$ cat config.mk
export PLATFORM = sky130hd
export DESIGN_NAME = gb_irq_ctrl_flat
export DESIGN_NICKNAME = d
export VERILOG_FILES = /design/src/rtl/gb_irq_ctrl_if.sv /design/src/rtl/gb_irq_ctrl.sv /design/src/flat_wrapper.sv
export SDC_FILE = /design/constraint.sdc
export NUM_CORES = 1
export LEC_CHECK = 0
export CORE_UTILIZATION = 44
export CTS_CLUSTER_SIZE = 24
export DETAILED_ROUTE_END_ITERATION = 6
export GPL_ROUTABILITY_DRIVEN = 0
export GPL_TIMING_DRIVEN = 1
export PLACE_DENSITY = 0.78
export SYNTH_ARGS = -nofsm -noshare
export SYNTH_HDL_FRONTEND = slang
export SYNTH_SLANG_ARGS = --single-unit
$ cat constraint.sdc
create_clock -name clk_sys -period 1.8 [get_ports clk_sys]
set_input_delay 0.18 -clock clk_sys [delete_from_list [all_inputs] [get_ports clk_sys]]
set_output_delay 0.18 -clock clk_sys [all_outputs]
set_load 0.05 [all_outputs]
$ cat src/rtl/gb_irq_ctrl_if.sv
// CPU-side register bus and interrupt handshake for gb_irq_ctrl.
// The master is the CPU side and the slave is the controller.
interface gb_irq_ctrl_if;
  logic       cpu_sel_ie;
  logic       cpu_sel_if;
  logic       cpu_wr;
  logic [7:0] cpu_di;
  logic [7:0] cpu_do;
  logic       irq_ack;
  logic       irq_n;
  logic [7:0] irq_vec;

  modport master (
    output cpu_sel_ie, cpu_sel_if, cpu_wr, cpu_di, irq_ack,
    input  cpu_do, irq_n, irq_vec
  );

  modport slave (
    input  cpu_sel_ie, cpu_sel_if, cpu_wr, cpu_di, irq_ack,
    output cpu_do, irq_n, irq_vec
  );
endinterface

$ cat src/rtl/gb_irq_ctrl.sv
// Game Boy style IE/IF interrupt controller with a vectored acknowledge FSM.
// Optional dropped-event counter: define GB_IRQ_LOST_CNT_EN.
module gb_irq_ctrl #(
  parameter int unsigned          NUM_IRQ    = 5,
  parameter logic [NUM_IRQ-1:0]   SRC_EDGE   = NUM_IRQ'(5'b00001),
  parameter logic [7:0]           VEC_BASE   = 8'h40,
  parameter int unsigned          VEC_STRIDE = 8,
  parameter logic [7:0]           IDLE_VEC   = 8'h55
) (
  input  logic               clk_sys,
  input  logic               reset_n,
  input  logic               ce,
  input  logic [NUM_IRQ-1:0] irq_src,
  gb_irq_ctrl_if.slave       cpu,
  output logic [7:0]         lost_cnt
);

  typedef enum logic [1:0] {IDLE, ACK, CLR} state_t;

  state_t             state;
  logic [NUM_IRQ-1:0] ie_r, if_r, src_q;
  logic [NUM_IRQ-1:0] evt, pend, clr_mask, if_nxt;
  logic [2:0]         pend_idx, idx_q;
  logic               pend_any, valid_q;
  logic [7:0]         live_vec, vec_q;
  logic               ie_wr, if_wr;
  logic               unused_di;

  assign ie_wr     = cpu.cpu_sel_ie & cpu.cpu_wr;
  assign if_wr     = cpu.cpu_sel_if & cpu.cpu_wr;
  assign unused_di = &{1'b0, cpu.cpu_di};

  // Edge-mode bits need a 0->1 against history; pulse-mode bits pass straight through.
  assign evt  = irq_src & (~SRC_EDGE | ~src_q);
  assign pend = ie_r & if_r;

  always_comb begin
    pend_idx = '0;
    pend_any = 1'b0;
    for (int unsigned i = NUM_IRQ; i > 0; i--) begin
      if (pend[i-1]) begin
        pend_idx = 3'(i - 1);
        pend_any = 1'b1;
      end
    end
  end

  assign live_vec = pend_any ? 8'(32'(VEC_BASE) + VEC_STRIDE * 32'(pend_idx)) : IDLE_VEC;

  assign clr_mask = (state == ACK && !cpu.irq_ack && valid_q) ? (NUM_IRQ'(1) << idx_q) : '0;

  // Event set wins over a CPU write, which wins over the acknowledge clear.
  assign if_nxt = (if_wr ? cpu.cpu_di[NUM_IRQ-1:0] : (if_r & ~clr_mask)) | evt;

  always_ff @(posedge clk_sys or negedge reset_n) begin
    if (!reset_n) begin
      state   <= IDLE;
      ie_r    <= '0;
      if_r    <= '0;
      src_q   <= '0;
      idx_q   <= '0;
      vec_q   <= IDLE_VEC;
      valid_q <= 1'b0;
    end else if (ce) begin
      src_q <= irq_src;
      if_r  <= if_nxt;
      if (ie_wr) ie_r <= cpu.cpu_di[NUM_IRQ-1:0];
      case (state)
        IDLE: if (cpu.irq_ack) begin
          state   <= ACK;
          idx_q   <= pend_idx;
          vec_q   <= live_vec;
          valid_q <= pend_any;
        end
        ACK:     if (!cpu.irq_ack) state <= CLR;
        CLR:     state <= IDLE;
        default: state <= IDLE;
      endcase
    end
  end

  assign cpu.irq_n   = ~(pend_any && state != ACK);
  assign cpu.irq_vec = (state == ACK) ? vec_q : live_vec;

  always_comb begin
    cpu.cpu_do = '1;
    if (cpu.cpu_sel_ie) begin
      cpu.cpu_do = '0;
      cpu.cpu_do[NUM_IRQ-1:0] = ie_r;
    end else if (cpu.cpu_sel_if) begin
      cpu.cpu_do[NUM_IRQ-1:0] = if_r;
    end
  end

`ifdef GB_IRQ_LOST_CNT_EN
  logic [7:0] lost_q;

  always_ff @(posedge clk_sys or negedge reset_n) begin
    if (!reset_n) begin
      lost_q <= '0;
    end else if (ce && (|(evt & if_r & ~clr_mask)) && lost_q != '1) begin
      lost_q <= lost_q + 8'd1;
    end
  end

  assign lost_cnt = lost_q;
`else
  assign lost_cnt = '0;
`endif

endmodule

$ cat src/flat_wrapper.sv
// flat-port wrapper written by rule: the top's interface ports become plain ports
module gb_irq_ctrl_flat 
#(
  parameter int unsigned          NUM_IRQ    = 5,
  parameter logic [NUM_IRQ-1:0]   SRC_EDGE   = NUM_IRQ'(5'b00001),
  parameter logic [7:0]           VEC_BASE   = 8'h40,
  parameter int unsigned          VEC_STRIDE = 8,
  parameter logic [7:0]           IDLE_VEC   = 8'h55
)
  (clk_sys, reset_n, ce, irq_src, lost_cnt, cpu_cpu_sel_ie, cpu_cpu_sel_if, cpu_cpu_wr, cpu_cpu_di, cpu_irq_ack, cpu_cpu_do, cpu_irq_n, cpu_irq_vec);
  gb_irq_ctrl_if cpu_i ();
  input  logic clk_sys;
  input  logic reset_n;
  input  logic ce;
  input  logic [NUM_IRQ-1:0] irq_src;
  output logic [7:0] lost_cnt;
  input wire logic [$bits(cpu_i.cpu_sel_ie)-1:0] cpu_cpu_sel_ie;
  input wire logic [$bits(cpu_i.cpu_sel_if)-1:0] cpu_cpu_sel_if;
  input wire logic [$bits(cpu_i.cpu_wr)-1:0] cpu_cpu_wr;
  input wire logic [$bits(cpu_i.cpu_di)-1:0] cpu_cpu_di;
  input wire logic [$bits(cpu_i.irq_ack)-1:0] cpu_irq_ack;
  output wire logic [$bits(cpu_i.cpu_do)-1:0] cpu_cpu_do;
  output wire logic [$bits(cpu_i.irq_n)-1:0] cpu_irq_n;
  output wire logic [$bits(cpu_i.irq_vec)-1:0] cpu_irq_vec;
  assign cpu_i.cpu_sel_ie = cpu_cpu_sel_ie;
  assign cpu_i.cpu_sel_if = cpu_cpu_sel_if;
  assign cpu_i.cpu_wr = cpu_cpu_wr;
  assign cpu_i.cpu_di = cpu_cpu_di;
  assign cpu_i.irq_ack = cpu_irq_ack;
  assign cpu_cpu_do = cpu_i.cpu_do;
  assign cpu_irq_n = cpu_i.irq_n;
  assign cpu_irq_vec = cpu_i.irq_vec;
  gb_irq_ctrl #(.NUM_IRQ(NUM_IRQ), .SRC_EDGE(SRC_EDGE), .VEC_BASE(VEC_BASE), .VEC_STRIDE(VEC_STRIDE), .IDLE_VEC(IDLE_VEC)) u_core (.clk_sys(clk_sys), .reset_n(reset_n), .ce(ce), .irq_src(irq_src), .cpu(cpu_i), .lost_cnt(lost_cnt));
endmodule
== Word-level counts from Yosys, hierarchy flattened ==
Index checks and enable logic that the tools add are counted.

* Add/subtract/negate cells: 1
* Equality and inequality tests: 4
* Shift-type cells: 1
* Muxes and demuxes: 20
* Bitwise operators: 9
* Reduce and logical (&&, ||, !) cells: 8

{| class="wikitable"
|+ Operators with widths
! operator !! number
|-
| $mux W5 || 4
|-
| $mux W3 || 6
|-
| $mux W8 || 2
|-
| $and A5 B5 Y5 || 3
|-
| $add A7 B6 Y8 const A || 1
|-
| $reduce_and A3 Y1 || 2
|-
| $mux W1 || 5
|-
| $not A5 Y5 || 1
|-
| $or A5 B5 Y5 || 1
|-
| $shl A1 B3 Y5 const A || 1
|-
| $mux W2 || 2
|-
| $ne A2 B2 Y1 const B || 2
|-
| $pmux W2 S2 || 1
|-
| $logic_and A1 B1 Y1 || 3
|-
| $and A1 B1 Y1 || 2
|-
| $eq A2 B1 Y1 const B || 1
|-
| $logic_not A2 Y1 || 1
|-
| $ne A2 B1 Y1 const B || 1
|-
| $not A1 Y1 || 2
|-
| $reduce_and A2 Y1 || 1
|-
| $logic_not A1 Y1 || 1
|}

* Register bits: 25
* Output and inout bits: 25

== Logic depth before layout (Yosys ltp) ==
* Depth in word-level cells: 9
* Gate-level depth with buffers: 5

== Least setup slack after synthesis ==
Ideal clock, no wire load.

* Path type: flip-flop to output port
* Start point: reg u_core.ie_r[2]
* End point: out cpu_irq_vec[5]
* Arrival: 2.350 ns
* Data required time: 1.620 ns
* Setup slack: -0.730 ns
* Stages on the path, launching flop included: 3
* Buffers on the path: 0
* Path through: dfrtp_1 > a22o_1 > o41ai_1

* Longest elaborated chain between the ends: 7

{| class="wikitable"
|+ Ends and longest elaborated chain
! what !! RTL line !! RTL
|-
| start, declared || gb_irq_ctrl.sv:21 || <nowiki>logic [NUM_IRQ-1:0] ie_r, if_r, src_q;</nowiki>
|-
| start signal, assigned || gb_irq_ctrl.sv:67 || <nowiki>if (ie_wr) ie_r <= cpu.cpu_di[NUM_IRQ-1:0];</nowiki>
|-
| $and A5 B5 Y5 (*) || gb_irq_ctrl.sv:35 || <nowiki>assign pend = ie_r & if_r;</nowiki>
|-
| $mux W3 (3 in a row) || gb_irq_ctrl.sv:41 || <nowiki>if (pend[i-1]) begin</nowiki>
|-
| $add A7 B6 Y8 || gb_irq_ctrl.sv:48 || <nowiki>assign live_vec = pend_any ? 8'(32'(VEC_BASE) + VEC_STRIDE * 32'(pend_idx)) : IDLE_VEC;</nowiki>
|-
| $mux W8 (*) || gb_irq_ctrl.sv:48 ||
|-
| $mux W8 (*) || gb_irq_ctrl.sv:83 || <nowiki>assign cpu.irq_vec = (state == ACK) ? vec_q : live_vec;</nowiki>
|-
| end, declared || flat_wrapper.sv:24 || <nowiki>output wire logic [$bits(cpu_i.irq_vec)-1:0] cpu_irq_vec;</nowiki>
|}

Every way passes the cells marked *; elsewhere a longest branch is shown, timed or not.

== Worst setup path in the final report ==
* Start point: reg u_core.ie_r[1]
* End point: out cpu_irq_vec[5]

* Longest elaborated chain between the ends: 6

{| class="wikitable"
|+ Ends and longest elaborated chain
! what !! RTL line
|-
| $and A5 B5 Y5 (*) || gb_irq_ctrl.sv:35
|-
| $mux W3 (2 in a row) || gb_irq_ctrl.sv:41
|-
| $add A7 B6 Y8 || gb_irq_ctrl.sv:48
|-
| $mux W8 (*) || gb_irq_ctrl.sv:48
|-
| $mux W8 (*) || gb_irq_ctrl.sv:83
|}

Marks and branches as above.

==> out/qor.yml <==
floorplanning:
  die_h_microns: 55.9
  pin_count: 45
  die_area_sq_mm: 0.00312
  rows: 19
  start_util_pct: 46.3
  fp.dieW_microns: 55.9
  coreArea_sq_mm: 0.00276
power_and_ir_drop:
  switchingPower_w: 0.000722
  combPwrFrac_pct: 48.3
  max-vdd-ir-drop_mv: 0.732
  p_int_w: 0.00102
  swShare_pct: 41.4
  p_leak_nw: 0.769
  clkPwrFrac_pct: 13.6
  cellPowerDensity_mw_per_mm2: 968
  seqPwrFrac_pct: 38.1
place:
  placed_cell_area_sq_mm: 0.00171
  dpl.hpwl_microns: 2370
  place_inst: 198
  dp_slack_ns: 0.123
  port_buffers: 30
sta:
  worst_slack_ns: -0.00922
  setup_viol: 1
  final_max_slew_viol_count: 0
  grt_setup_unrepaired: "yes"
  fin_crit_ns: 1.81
  fin_skew_ns: 0.00907
  max_freq_mhz: 553
  min_period_over_period_pct: 101
  hold_viol_final: 0
  finalSetupTns_ns: -0.00922
min_path:
  hp-class: "input pin to asynchronous set/reset pin"
synth:
  ys_seq_elements: 21
  syn_inst: 143
  synth-seq-area-share_pct: 41.3
  synthesis.area_sq_mm: 0.00128
  synth.area.top_cells: "dfrtp_1 (37%), buf_4 (8.2%), mux2_2 (6.2%), nand2_1 (6.2%), dfstp_2 (4.1%)"
  ys.flop_type: "dfrtp_1"
  ys_warn_count: 0
  synth.distinct_cells: 37
  synth_top_area_share_pct: 37.2
  post-synth-top-area-cell: "dfrtp_1"
  synth_enable_flop_cells: 0
  syn_area_per_cell_sq_um: 8.93
  synth.most_common_cell: "nand2_1"
  synth_common_cells: "nand2_1 (21), dfrtp_1 (19), buf_4 (14)"
  async_flop_share_pct: 100
finish:
  multi_input_area_sq_um: 679
  fin_util_pct: 65.3
  design_area_sq_mm: 0.00180
  syn_to_final_growth_pct: 40.9
  num-nets-final: 194
  num_antenna_cells: 0
  seqCellArea_sq_um: 536
  final.fill_count: 212
  layout-drive-gt1-share_pct: 31.2
  finalNonFillerCells: 204
global_routing:
  antenna_found_initial: 0
  grt_max_degree: 22
  grt_pass1_wl_microns: 4980
  grt_pass1_vias: 1135
  grt_overflow: 0
  grtUsageTotal_pct: 20.8
setup_path:
  slowest_stage: "dfrtp_2"
  required_ns: 1.62
  crit_path_max_incr_delay_ns: 0.46
  end_kind: "output pin"
  criticalPathCategory: "flip-flop to output pin"
  cp_max_fo: 4
  path_delay_family: "compound AO/OA/AOI/OAI gates"
  crit_arrival_ns: 1.63
  cp_cell_sequence: "a22o_4 -> o41ai_4 -> buf_12"
  timing.critical_path.buf_inv: 1
  start_kind: "flip-flop"
clock_tree:
  clockRootBuffer: "clkbuf_4"
  clk_pin_slew_ns: 0.13
  clock-sinks: 21
  clockBufferDepth: 2
  cts_hold_repair.buffers: 0
  clock_latency_ns: 0.32
  numCtsBuffers: 3
  cts_tree: "done"
  h-tree-depth: 1
status:
  violations: "negative setup slack"
  status: "finished, violations left"
routing:
  post_drt_wl_per_cell_microns: 15.7
  firstDrtPassIters: 4
  initialDrtViolationCount: 42
  vias_per_cell: 5.74
  ant_nets: 0
  drt-total-wl_microns: 3210
  drc_errors: 0
  num_vias: 1170
run:
  maxCapViolCount: 0
cell usage in the layout (no fill, tap or decap), types with 2 or more instances in the layout:
cell type and count:
nor2b_1 2, buf_12 14, nand2b_1 3, buf_4 7, inv_1 7, dfstp_2 2, nor3_1 2, dfrtp_2 6
clkdlybuf4s50_1 16, nand2_1 20, a21oi_1 7, nor3b_1 4, o21ai_0 4, conb_1 11, clkbuf_4 3, mux2_2 7
a22oi_2 2, a31o_2 5, dfrtp_1 13, nand3_1 3, o21ai_1 3, nor2_1 7, a31oi_1 4
area by class of cell:
type / instances / area share [%]
Sequential cell: 21 / 29.7
Tap cell: 31 / 2.15
Clock inverter: 1 / 0.278
Clock buffer: 3 / 1.25
Multi-Input combinational cell: 104 / 37.7
Inverter: 7 / 1.46
Timing Repair Buffer: 37 / 27.4
power by group through the flow:
| stage | Combinational, W | Clock, W | Sequential [W] |
|---|---|---|---|
| floorplan | 0.000495 | 0 | 0.000630 |
| global placement | 0.000778 | 0 | 0.000647 |
| detailed placement | 0.000801 | 0 | 0.000658 |
| CTS | 0.000802 | 0.000240 | 0.000649 |
| global route | 0.000888 | 0.000266 | 0.000676 |
| finish | 0.000842 | 0.000237 | 0.000664 |
per-layer routing:
layer	routed length (microns)	vias to the layer above	global-route usage, %
li1	-	541	-
met3	211	10	6.05
met4	91	0	9.41
met1	1240	559	22.9
met5	0	-	0
met2	1670	60	37.0
kinds of logic after synthesis:
logic type | Yosys count | share of synthesized area, %
flip-flops | 21 | 41.3
multiplexers | 7 | 6.17
other | 2 | 0.588
AO/OA/AOI/OAI | 34 | 17.6
AND/OR/NAND/NOR | 52 | 21.7
buffers and inverters | 27 | 12.5
sequential cells by signal (all words and copies together), names as in the netlist:
register / flops
u_core.state: 2
u_core.src_q: 1
u_core.if_r: 5
u_core.idx_q: 3
u_core.vec_q: 4
u_core.valid_q: 1
u_core.ie_r: 5
worst paths after layout:
check                                       startpoint                           to  slack [ns]  depth (start not counted)
hold reg to reg            u_core.vec_q[4]$_DFFE_PN1P_  u_core.vec_q[4]$_DFFE_PN1P_        0.49                          2
hold / removal                                 reset_n  u_core.src_q[0]$_DFFE_PN0P_        0.18                          2
setup reg to reg            u_core.ie_r[2]$_DFFE_PN0P_  u_core.vec_q[5]$_DFFE_PN0P_        0.36                          3
min in group clk_sys       u_core.vec_q[4]$_DFFE_PN1P_  u_core.vec_q[4]$_DFFE_PN1P_        0.49                          2
max in group asynchronous                      reset_n  u_core.vec_q[2]$_DFFE_PN1P_        1.33                          2
setup / recovery            u_core.ie_r[1]$_DFFE_PN0P_               cpu_irq_vec[5]      -0.009                          3
through the flow:
step | hold slack [ns] | power (W)
3_3_place_gp | 0.462 | 0.00142
6_report | 0.185 | 0.00174
5_1_grt | 0.197 | 0.00183
3_5_place_dp | 0.475 | 0.00146
4_1_cts | 0.186 | 0.00169
2_1_floorplan | -0.116 | 0.00113
repair_timing:
action	4_1_cts	5_1_grt
pin swaps	0	6
endpoints found under the setup margin	4	6
buffers inserted	0	2
resized for setup	0	14
Note: power is estimated with default switching activity, not from simulation.
